**src/rtl/sm_mac_requant_pkg.sv**
```systemverilog
// Shared constants for the streaming MAC with requantised output:
// FSM state encodings and the width of the shift configuration field.
package sm_mac_requant_pkg;

  localparam int c_shift_nbits = 6;

  typedef logic [c_shift_nbits-1:0] shift_t;

  localparam logic [1:0] st_acc   = 2'd0;
  localparam logic [1:0] st_drain = 2'd1;
  localparam logic [1:0] st_done  = 2'd2;

endpackage

```
**src/rtl/sm_requant.sv**
```systemverilog
// Combinational requantiser: arithmetic right shift, signed saturation to
// p_nbits, optional ReLU. Reusable wherever a wide sum must be narrowed.
module sm_requant
  import sm_mac_requant_pkg::*;
#(
  parameter int p_acc_nbits = 40,
  parameter int p_nbits     = 16,
  parameter int p_relu      = 1
) (
  input  logic signed [p_acc_nbits-1:0] sum,
  input  shift_t                        shift,
  output logic        [p_nbits-1:0]     data,
  output logic                          ovf
);

  localparam logic signed [p_acc_nbits-1:0] sat_max =
    {{(p_acc_nbits-p_nbits+1){1'b0}}, {(p_nbits-1){1'b1}}};
  localparam logic signed [p_acc_nbits-1:0] sat_min =
    {{(p_acc_nbits-p_nbits+1){1'b1}}, {(p_nbits-1){1'b0}}};

  logic signed [p_acc_nbits-1:0] shifted;
  logic        [p_nbits-1:0]     clamped;

  assign shifted = sum >>> shift;

  // NOTE: every output gets a default at the top of always_comb so no
  // path through the if/else leaves it unassigned and infers a latch.
  always_comb begin
    ovf     = 1'b0;
    clamped = shifted[p_nbits-1:0];
    if (shifted > sat_max) begin
      clamped = sat_max[p_nbits-1:0];
      ovf     = 1'b1;
    end else if (shifted < sat_min) begin
      clamped = sat_min[p_nbits-1:0];
      ovf     = 1'b1;
    end
    data = clamped;
    // ReLU zeroes the value but keeps the saturation flag visible.
    if ((p_relu != 0) && clamped[p_nbits-1]) begin
      data = '0;
    end
  end

endmodule

```
**src/rtl/sm_mac_requant.sv**
```systemverilog
// Streaming signed multiply-accumulate: one beat per cycle into a wide
// wrapping accumulator, then a requantised result with a valid/ready handshake.
module sm_mac_requant
  import sm_mac_requant_pkg::*;
#(
  parameter int p_nbits     = 16,
  parameter int p_acc_nbits = 40,
  parameter int p_relu      = 1
) (
  input  logic                      clk,
  input  logic                      reset,
  input  logic                      in_val,
  output logic                      in_rdy,
  input  logic signed [p_nbits-1:0] in_a,
  input  logic signed [p_nbits-1:0] in_b,
  input  logic                      in_last,
  input  shift_t                    cfg_shift,
  output logic                      out_val,
  input  logic                      out_rdy,
  output logic        [p_nbits-1:0] out_data,
  output logic                      out_ovf
);

  localparam int p_prod_nbits = 2 * p_nbits;

  logic [1:0] state_q, state_d;

  logic signed [p_prod_nbits-1:0] prod_q;
  logic                           prod_val_q;
  logic signed [p_acc_nbits-1:0]  acc_q;
  logic signed [p_acc_nbits-1:0]  prod_ext;
  logic signed [p_acc_nbits-1:0]  sum;
  shift_t                         shift_q;
  logic                           first_q;

  logic                           in_hs;
  logic                           out_hs;
  logic        [p_nbits-1:0]      rq_data;
  logic                           rq_ovf;

  assign in_rdy  = (state_q == st_acc);
  assign out_val = (state_q == st_done);
  assign in_hs   = in_val & in_rdy;
  assign out_hs  = out_val & out_rdy;

  // In DRAIN the last product is still in flight, so the final sum is
  // formed here and consumed both by the accumulator and the requantiser.
  assign prod_ext = prod_val_q ? p_acc_nbits'(prod_q) : '0;
  assign sum      = acc_q + prod_ext;

  always_comb begin
    state_d = state_q;
    case (state_q)
      st_acc:   if (in_hs && in_last) state_d = st_drain;
      st_drain: state_d = st_done;
      st_done:  if (out_hs) state_d = st_acc;
      default:  state_d = st_acc;
    endcase
  end

  // NOTE: sequential state uses non-blocking assignments so every register
  // samples pre-edge values, independent of statement order.
  always_ff @(posedge clk or posedge reset) begin
    if (reset) begin
      state_q    <= st_acc;
      prod_q     <= '0;
      prod_val_q <= 1'b0;
      acc_q      <= '0;
      shift_q    <= '0;
      first_q    <= 1'b1;
    end else begin
      state_q    <= state_d;
      prod_val_q <= in_hs;
      if (in_hs) begin
        prod_q <= p_prod_nbits'(in_a) * p_prod_nbits'(in_b);
      end

      if (out_hs) begin
        acc_q <= '0;
      end else if (prod_val_q) begin
        acc_q <= sum;
      end

      if (out_hs) begin
        first_q <= 1'b1;
      end else if (in_hs) begin
        first_q <= 1'b0;
      end

      if (in_hs && first_q) begin
        shift_q <= cfg_shift;
      end
    end
  end

  sm_requant #(
    .p_acc_nbits (p_acc_nbits),
    .p_nbits     (p_nbits),
    .p_relu      (p_relu)
  ) u_requant (
    .sum   (sum),
    .shift (shift_q),
    .data  (rq_data),
    .ovf   (rq_ovf)
  );

  // Result registers load only on DRAIN->DONE, so they hold under backpressure.
  always_ff @(posedge clk or posedge reset) begin
    if (reset) begin
      out_data <= '0;
      out_ovf  <= 1'b0;
    end else if (state_q == st_drain) begin
      out_data <= rq_data;
      out_ovf  <= rq_ovf;
    end
  end

endmodule

```
**config.mk**
```make
export PLATFORM = sky130hd
export DESIGN_NAME = sm_mac_requant
export DESIGN_NICKNAME = d
export VERILOG_FILES = /design/src/rtl/sm_mac_requant_pkg.sv /design/src/rtl/sm_requant.sv /design/src/rtl/sm_mac_requant.sv
export SDC_FILE = /design/constraint.sdc
export NUM_CORES = 1
export LEC_CHECK = 0
export BUFFER_PORTS_ARGS = -buffer_cell sky130_fd_sc_hd__buf_2
export CORE_MARGIN = 1
export CORE_UTILIZATION = 50
export CTS_BUF_LIST = sky130_fd_sc_hd__clkbuf_8
export CTS_CLUSTER_SIZE = 16
export DETAILED_ROUTE_END_ITERATION = 10
export PLACE_DENSITY = 0.66
export SLEW_MARGIN = 10
export SYNTH_ARGS = -nofsm -noshare
export SYNTH_HDL_FRONTEND = slang
export SYNTH_SLANG_ARGS = --single-unit
```
**constraint.sdc**
```tcl
create_clock -name clk -period 7.6 [get_ports clk]
set_input_delay 0.38 -clock clk [delete_from_list [all_inputs] [get_ports clk]]
set_output_delay 0.38 -clock clk [all_outputs]
set_load 0.05 [all_outputs]
```
Yosys cells after proc, flatten, opt, wreduce, memory -nomap -nowiden

Index checks and enable logic that the tools add are counted.

Flip-flop bits (word level): 99
Logic and storage cells: 38

Reduce and logical (&&, ||, !) cells: 6
$lt $le $gt $ge: 2
Add/sub/neg operators: 1
Multipliers: 1
Eq/ne operators: 4
Shifts and indexed selects: 1
Multiplexer cells: 13
Bitwise gates (word level): 2

Operators by type and width:

| operator                                                     | number |
|---|---|
| 2-to-1 mux 40 bit                                            | 3 |
| adder 40 bit                                                 | 1 |
| > comparator 40 x 16 -> 1 bit, second input constant         | 1 |
| less-than comparator 40 x 16 -> 1 bit, second input constant | 1 |
| >>> shifter 40 x 6 -> 40 bit                                 | 1 |
| multiplier 16 x 16 -> 32 bit                                 | 1 |
| 2-to-1 mux 16 bit                                            | 2 |
| 2-to-1 mux 15 bit                                            | 1 |
| case mux 2 bit (3 select lines)                              | 1 |
| 2-to-1 mux 1 bit                                             | 4 |
| 2-to-1 mux 2 bit                                             | 2 |
| inequality test 2 x 1 -> 1 bit, second input constant        | 2 |
| nonzero test 2 bit                                           | 2 |
| bitwise AND 1 bit                                            | 2 |
| equality test 2 x 1 -> 1 bit, second input constant          | 1 |
| equality test 2 bit, second input constant                   | 1 |
| logical AND 1 bit                                            | 2 |
| zero test 2 bit                                              | 1 |
| AND reduction 2 bit                                          | 1 |

Logic depth before layout (Yosys ltp)

Gate-level depths: netlist of run 1.

Depth after elaboration: 7
Depth in mapped cells: 26
Mapped depth without buffers: 25

Cells and area by module

Synthesis of run 1 repeated with hierarchy kept, for this count alone.

Cell total of the unflattened synthesis: 2,191
Area total of the unflattened synthesis: 19,720.2 um2

By module, submodules not included:

| module         | area an instance (um2) | cells each | times used |
|---|---|---|---|
| sm_mac_requant | 16,325.7               | 1,814      | 1 |
| sm_requant     | 3,394.5                | 377        | 1 |

Worst setup path after synthesis of run 1

Ideal clock, no wire load.

Path kind: input to register
Start: in in_a[12]
End: reg prod_q[30]
Setup time: 0.133 ns
Data required time: 7.467 ns
Setup slack: 1.070 ns
Cell stages on the path: 25
Data arrival time: 6.397 ns
Cells stage by stage: clkbuf_1 -> nand2_1 -> fa_1 -> inv_1 -> fa_1 -> inv_1 -> fa_1 -> inv_1 -> fa_1 -> inv_1 -> fa_1 -> inv_1 -> fa_1 -> ha_1 -> or3_1 -> o31ai_1 -> o2111a_1 -> or3_1 -> nand4_1 -> o211ai_1 -> o21ai_0 -> or4_1 -> a31oi_1 -> xor2_1 -> o21ai_0

Word-level cells in the longest chain between the ends: 1

Ends and longest elaborated chain:

| what                         | line                 | source |
|---|---|---|
| start, declared              | sm_mac_requant.sv:14 | `input logic signed [p_nbits-1:0] in_a,` |
| multiplier 16 x 16 -> 32 bit | sm_mac_requant.sv:75 | `prod_q <= p_prod_nbits'(in_a) * p_prod_nbits'(in_b);` |
| end signal, assigned         | sm_mac_requant.sv:75 |  |
| end, declared                | sm_mac_requant.sv:28 | `logic signed [p_prod_nbits-1:0] prod_q;` |

No other way between the ends.
A chain may end at the register's enable or synchronous reset.

Worst setup path after layout of run 1

Same ends and word-level chain as after synthesis.

==> run summary, run 1 <==
Pre-Repair DR Iteration Count = 5
Critical Path AT = 6880 ps
DR iter-0 viols = 928
Post-synth EDFFs = 0
antenna violations before repair = 0
number of synthesized register bits = 98
final setup margin = 999 ps
library cells used by synthesis = 90
Rows = 71
area grow syn2layout = 4.30%
outcome = complete, no violations
CTS buffer count = 9
clock skew = 15.0 ps
final setup fails = 0
setup_tns = 0 ps
largest net degree at the start of global routing = 70
cells after synthesis = 2,267
hpwl dp = 39.7 mm
Vias/cell = 5.70
Worst Hold Class = in -> reg
unrepaired setup endpoints after global routing = no
Post-Syn Area per Cell = 8.51 um2
initial core utilization = 50.9%
Worst slew margin = 35.1%
clk sinks = 98
# IOs = 62
R2R setup slack = 1260 ps
async set-reset flop share out of synthesis = 100%
max-slew violation count = 0
GR Util met2 = 44.6%
clk_lat worst skew = 420 ps
final hold viol count = 0
RePlAce Congestion = 0.941
dominant cell type by area after synthesis = fa_1
Setup CP Type = in -> reg
RR Startpoint = prod_val_q
CTS tree = yes
first-pass GRT wire length = 81.9 mm
Reg2Reg Depth = 19
hold-fix buffers at CTS = 1
top cell type's share of synthesized area = 27.3%
M1 GR Usage = 35.2%
Primary FF master, synth = dfrtp_1
Max Clock Freq = 0.152 GHz
syn nets = 2,694
Req. time, crit path = 7870 ps
total wire length = 49.2 mm
Resized cells post-CTS = 0
number of nets with antenna violations after routing = 0
Reg clk slew, reported paths = 110 ps
die height = 198 um
min cycle time layout = 6600 ps
ratio of final minimum period to clock period = 86.9%
CP endpoint kind = flip-flop
vias in the first global route = 15,900
Final Core Density = 53.1%
die area = 0.0394 mm2
Syn. warnings = 0
Max FO, Critical Path = 16
CTS max path bufs = 2
Tot GR Track Use = 26.0%
htree depth = 3
share of cells above drive strength 1 = 7.56%
Post-CTS Setup Inserts = 0
Cells on Worst Hold Path = 3
via count = 15,700
grt total ovfl = 0
Critical Path Source = in_a[12]
routed len/inst = 17.9 um
met3 Use GR = 2.20%
Core Area = 0.0378 mm2
busiest grt layer = met2
nets = 2,658
pre-CTS worst setup slack = 492 ps
hold worst-path end = shift_q[2]
IO Port Bufs = 60
Synth area leaders = fa_1, dfrtp_1, ha_1
worst hold start = cfg_shift[2]
ANT cells = 0
FF-to-FF End = out_data[11]
Die W = 198 um
CTS Root Cell = clkbuf_8
startpoint type of the worst setup path = input pin
synthesized cell area = 0.0193 mm2
Hold Slack = 163 ps
Seq/Total Area, Yosys = 12.7%
Worst Max-Slew Pin Slew = 974 ps
Max Cap Viol = 0
DRC = 0
[flip-flops by register name, indices dropped and copies added, names as in the netlist]
name and cells:
shift_q 6, acc_q 40, first_q 1, prod_q 32, prod_val_q 1, out_data 15
state_q 2, out_ovf 1
[routing by layer]
layer	vias up	wire [um]	share of wire, %
met3	59	2000	4.1
met5	-	0	0
met4	0	1020	2.1
met2	406	23500	48
li1	7470	-	-
met1	7735	22600	46
[cell usage in the layout, fill, tap and decap left out, types with 11 or more instances in the layout]
master / netlist / layout
and3_1: 17 / 17
dfrtp_1: 97 / 96
xnor2_1: 40 / 40
ha_1: 121 / 121
nor2_1: 124 / 124
or3_1: 14 / 14
xor2_1: 27 / 27
and2_1: 140 / 140
nand4_1: 19 / 19
a21oi_1: 82 / 82
a211oi_1: 34 / 34
mux4_2: 16 / 16
o21a_1: 11 / 11
o211ai_1: 17 / 17
mux2i_1: 63 / 63
mux2_2: 13 / 13
a21o_1: 45 / 45
nand3_1: 35 / 35
fa_1: 263 / 263
buf_4: 2 / 12
nor3_1: 34 / 34
buf_2: 4 / 60
o21ai_1: 14 / 14
inv_1: 291 / 290
a31oi_1: 16 / 16
nand2b_1: 34 / 34
nand2_1: 317 / 316
o21ai_0: 96 / 96
[synthesized netlist by cell type, types with 6 or more instances]
master	number
or3_1	14
nand4_1	19
a211oi_1	34
nand2b_1	34
o21ai_1	14
nand2_1	317
o31a_1	6
nor2b_1	6
and2_1	140
o21ai_0	96
o211ai_1	17
a31oi_1	16
or2_2	7
inv_1	291
a21oi_1	82
mux2_2	13
a211o_1	9
nor3_2	9
nor3_1	34
clkbuf_1	104
xnor2_1	40
a21o_1	45
mux2i_1	63
mux4_2	16
buf_1	10
nor2_1	124
ha_1	121
o21a_1	11
fa_1	263
nand3_1	35
o221ai_1	8
and3_1	17
xor2_1	27
dfrtp_1	97
a31o_2	8
o22ai_1	6
o31ai_1	6
[final cells by class]
class	instances	area (um2)
clock buffer	9	124
clock inverter	7	113
fill	3620	17700
inverter	294	1110
multi-input combinational	1754	15300
sequential	98	2450
tap	511	639
timing repair buffer	74	420
[per-stage QoR]
| step | area, um2 | instances |
|---|---|---|
| floorplan | 19300 | 2267 |
| global placement | 19900 | 2730 |
| detailed placement | 19900 | 2730 |
| CTS | 20100 | 2747 |
| global route | 20100 | 2747 |
| finish | 20100 | 2747 |
[kinds of logic (layout without fill, tap and decap cells)]
family	Yosys count	in the layout	synth area share, %
AO/OA/AOI/OAI	426	426	15.2
XOR/XNOR	67	67	3.04
adder cells (fa/ha/maj)	384	384	35.2
buffers and inverters	415	384	8.18
flip-flops	98	98	12.7
multiplexers	94	94	6.04
other	1	1	0.0194
AND/OR/NAND/NOR	782	782	19.7
[how the worst max path moves through the flow]
stage / endpoint / slack, ps
after global routing: prod_q[30] / 590
final: prod_q[30] / 1000
after global placement: prod_q[30] / 620
after floorplan: prod_q[30] / 1070
after CTS: prod_q[30] / 960
after detailed placement: prod_q[30] / 490
[worst max-delay path, stage by stage]
cell	delay (ps)
buf_2	260
nand2_1	140
fa_1	550
inv_1	60
fa_1	530
inv_1	60
fa_1	500
inv_1	50
fa_1	470
inv_1	50
fa_1	540
inv_1	60
fa_1	470
ha_1	240
or3_1	350
o31ai_1	400
o2111a_1	330
or3_1	160
nand4_1	90
o211ai_1	170
o21ai_0	160
or4_1	420
a31oi_1	210
xor2_1	150
o21ai_0	80
Power of run 1 is not shown: default switching activity piles up to over one toggle a cycle in this logic, so the estimate is an artifact.
==> run 2, diff against run 1 <==
--- a/config.mk
+++ b/config.mk
@@ -15,4 +15,5 @@
 export SLEW_MARGIN = 10
 export SYNTH_ARGS = -nofsm -noshare
 export SYNTH_HDL_FRONTEND = slang
+export SYNTH_HIERARCHICAL = 1
 export SYNTH_SLANG_ARGS = --single-unit
==> run 2 against run 1 <==
Compared with the run above: first-iteration DRC count is 2.9% higher; via count is 2.0% lower; sequential share of layout area is 0.065 points lower; synthesized cell count is 3.4% lower; sequential cell count is 1 higher.
==> run summary, run 2 <==
Setup CP Type = reg -> reg
cell with the most instances after synthesis = inv_1
main combinational cell family by area after synthesis = adder cells
Max Clock Freq = 0.152 GHz (+0.42%)
final setup fails = 0 (unchanged)
CP endpoint kind = flip-flop
Rows = 72 (+1.4%)
CTS Root Cell = clkbuf_8
Hold Slack = 180 ps (+16.9 ps)
Req. time, crit path = 7900 ps (+30 ps)
via count = 15,300 (-2.0%)
DRC = 0 (unchanged)
Tot GR Track Use = 24.6% (-1.4 points)
met3 Use GR = 2.45% (+0.25 points)
RePlAce Congestion = 0.954 (+1.4%)
XOR/XNOR Fraction of Synth Area = 3.19% (+0.15 points)
ANT cells = 0 (unchanged)
clk sinks = 99 (+1.0%)
Reg clk slew, reported paths = 100 ps (about the same)
Synth area leaders = fa_1, dfrtp_1, ha_1
Pre-Repair DR Iteration Count = 5 (unchanged)
nets = 2,594 (-2.4%)
busiest grt layer = met2
synthesized cell area = 0.0197 mm2 (+2.3%)
dominant cell type by area after synthesis = fa_1
startpoint type of the worst setup path = flip-flop
Max FO, Critical Path = 16 (unchanged)
die height = 201 um (+1.1%)
# IOs = 62 (unchanged)
routed len/inst = 17.9 um (about the same)
Worst Max-Slew Pin Slew = 948 ps (-26.1 ps)
max-slew violation count = 0 (unchanged)
GR Util met2 = 41.8% (-2.8 points)
Largest Register = acc_q
async set-reset flop share out of synthesis = 100% (unchanged)
CTS max path bufs = 2 (unchanged)
mux contribution to synthesized area = 11.5% (+5.5 points)
vias in the first global route = 15,800 (-0.55%)
largest net degree at the start of global routing = 65 (-7.1%)
Seq/Total Area, Yosys = 12.6% (-0.16 points)
compound-cell area share of the yosys netlist = 12.7% (-2.5 points)
Critical Path AT = 6870 ps (about the same)
share of cells above drive strength 1 = 10.3% (+2.8 points)
fin area = 0.0205 mm2 (+1.8%)
largest registers = acc_q (40), prod_q (32), out_data (16)
first-pass GRT wire length = 81.0 mm (-1.0%)
simple-gate share of the synthesized area = 16.1% (-3.6 points)
ratio of final minimum period to clock period = 86.5% (-0.37 points)
outcome = complete, no violations
htree depth = 3 (unchanged)
Syn. warnings = 6 (+6)
Vias/cell = 5.71 (about the same)
grt total ovfl = 0 (unchanged)
final hold viol count = 0 (unchanged)
initial core utilization = 50.9% (about the same)
top cell type's share of synthesized area = 26.7% (-0.61 points)
CTS tree = yes
syn nets = 2,618 (-2.8%)
number of synthesized register bits = 99 (+1.0%)
cells after synthesis = 2,191 (-3.4%)
Worst slew margin = 36.4% (+1.3 points)
M1 GR Usage = 33.0% (-2.2 points)
Post-Syn Area per Cell = 9.00 um2 (+5.8%)
DR iter-0 viols = 955 (+2.9%)
commonest non-fill, non-tap cell in the layout = inv_1
clock skew = 14.2 ps (-0.787 ps)
library cells used by synthesis = 98 (+8.9%)
min cycle time layout = 6570 ps (-27.8 ps)
clk_lat worst skew = 400 ps (-20 ps)
number of nets with antenna violations after routing = 0 (unchanged)
Core Area = 0.0387 mm2 (+2.4%)
Primary FF master, synth = dfrtp_1
CTS buffer count = 9 (unchanged)
IO Port Bufs = 61 (+1.7%)
setup_tns = 0 ps (unchanged)
Post-synth top cells = inv_1, fa_1, nand2_1, and2_1, ha_1
Post-CTS Setup Inserts = 0 (unchanged)
adder-cell share of the synthesized area = 34.4% (-0.78 points)
placed cell areas = 0.0203 mm2 (+2.2%)
Worst Hold Class = in -> reg
Post-synth EDFFs = 0 (unchanged)
Die W = 201 um (+1.1%)
total wire length = 48.1 mm (-2.1%)
Max Cap Viol = 0 (unchanged)
hpwl dp = 38.3 mm (-3.4%)
max reg flops = 40 (unchanged)
pre-CTS worst setup slack = 903 ps (+411 ps)
antenna violations before repair = 0 (unchanged)
die area = 0.0402 mm2 (+2.3%)
most frequent cells in the layout = inv_1, fa_1, nand2_1, and2_1, ha_1
final setup margin = 1030 ps (+27.8 ps)
area grow syn2layout = 3.78%
unrepaired setup endpoints after global routing = no
Resized cells post-CTS = 0 (unchanged)
[run 2: cell count changes in the layout (fill, tap and decap cells not counted), moves of 11 or more]
cell,before,now
nand3_1,35,19
and2_1,140,163
mux2_2,13,42
mux2i_1,63,52
o21ai_0,96,85
nor2_1,124,107
nand2b_1,34,19
inv_1,290,360
a31oi_1,16,5
nand2_1,316,244
nor3_1,34,13
mux4_2,16,48
a211oi_1,34,19
[run 2: stage by stage]
stage                     util (%)  std cells
after floorplan                  -       2191
after global placement        52.4       2673
after detailed placement      52.4       2673
after CTS                     52.8       2690
after global routing          52.8       2690
final                         52.8       2690
[run 2: cell families (layout without fill, tap and decap cells)]
kind of cell,count (synthesis),in the layout
fa+ha+maj,384,384
simple gates,642,642
mux,150,150
buf+inv,474,455
other cells,1,1
xor+xnor,71,71
flops,99,99
compound gates,370,370
[run 2: cell type report]
class	count	area, um2
tap	518	648
multi-input combinational	1618	15400
timing repair buffer	78	448
clock inverter	7	38.8
fill	3659	18300
inverter	361	1360
clock buffer	9	124
sequential	99	2480
[run 2: per-layer routing]
layer / share of wire, % / wire length [um] / up-vias
met5: 0 / 0 / -
met1: 44 / 21300 / 7660
li1: - / - / 7144
met3: 4.5 / 2180 / 85
met2: 49 / 23400 / 460
met4: 2.6 / 1240 / 0
[run 2: path summary, 6_finish.rpt]
check,from,to,slack (ps),cells past startpoint
max,prod_val_q,out_data[0],1030,21
max reg2reg,prod_val_q,out_data[0],1030,21
min,out_rdy,state_q[1],180,2
max in group asynchronous,reset,prod_val_q,5890,4
min in group asynchronous,reset,acc_q[3],560,3
min reg2reg,prod_q[0],prod_q[0],470,2
[run 2: what timing repair did]
item,in CTS,in global routing
hold buffers,1,0
setup endpoints to repair,0,0
endpoints found under the hold margin,9,0
[run 2: worst max-delay path, stage by stage (launching register included)]
cell,delay (ps)
dfrtp_2,550
and2_1,200
ha_1,190
inv_1,70
fa_1,400
nor2b_1,170
o211ai_1,110
a211o_1,340
a32oi_4,320
a211oi_2,160
o31a_1,370
nor2_2,160
nor2_1,70
xnor2_1,250
mux2_4,330
a222oi_1,560
a21boi_1,230
or4b_1,450
o41a_1,420
nor3_4,650
a21oi_1,160
mux2_2,300
Power of run 2 is left out for the same reason.
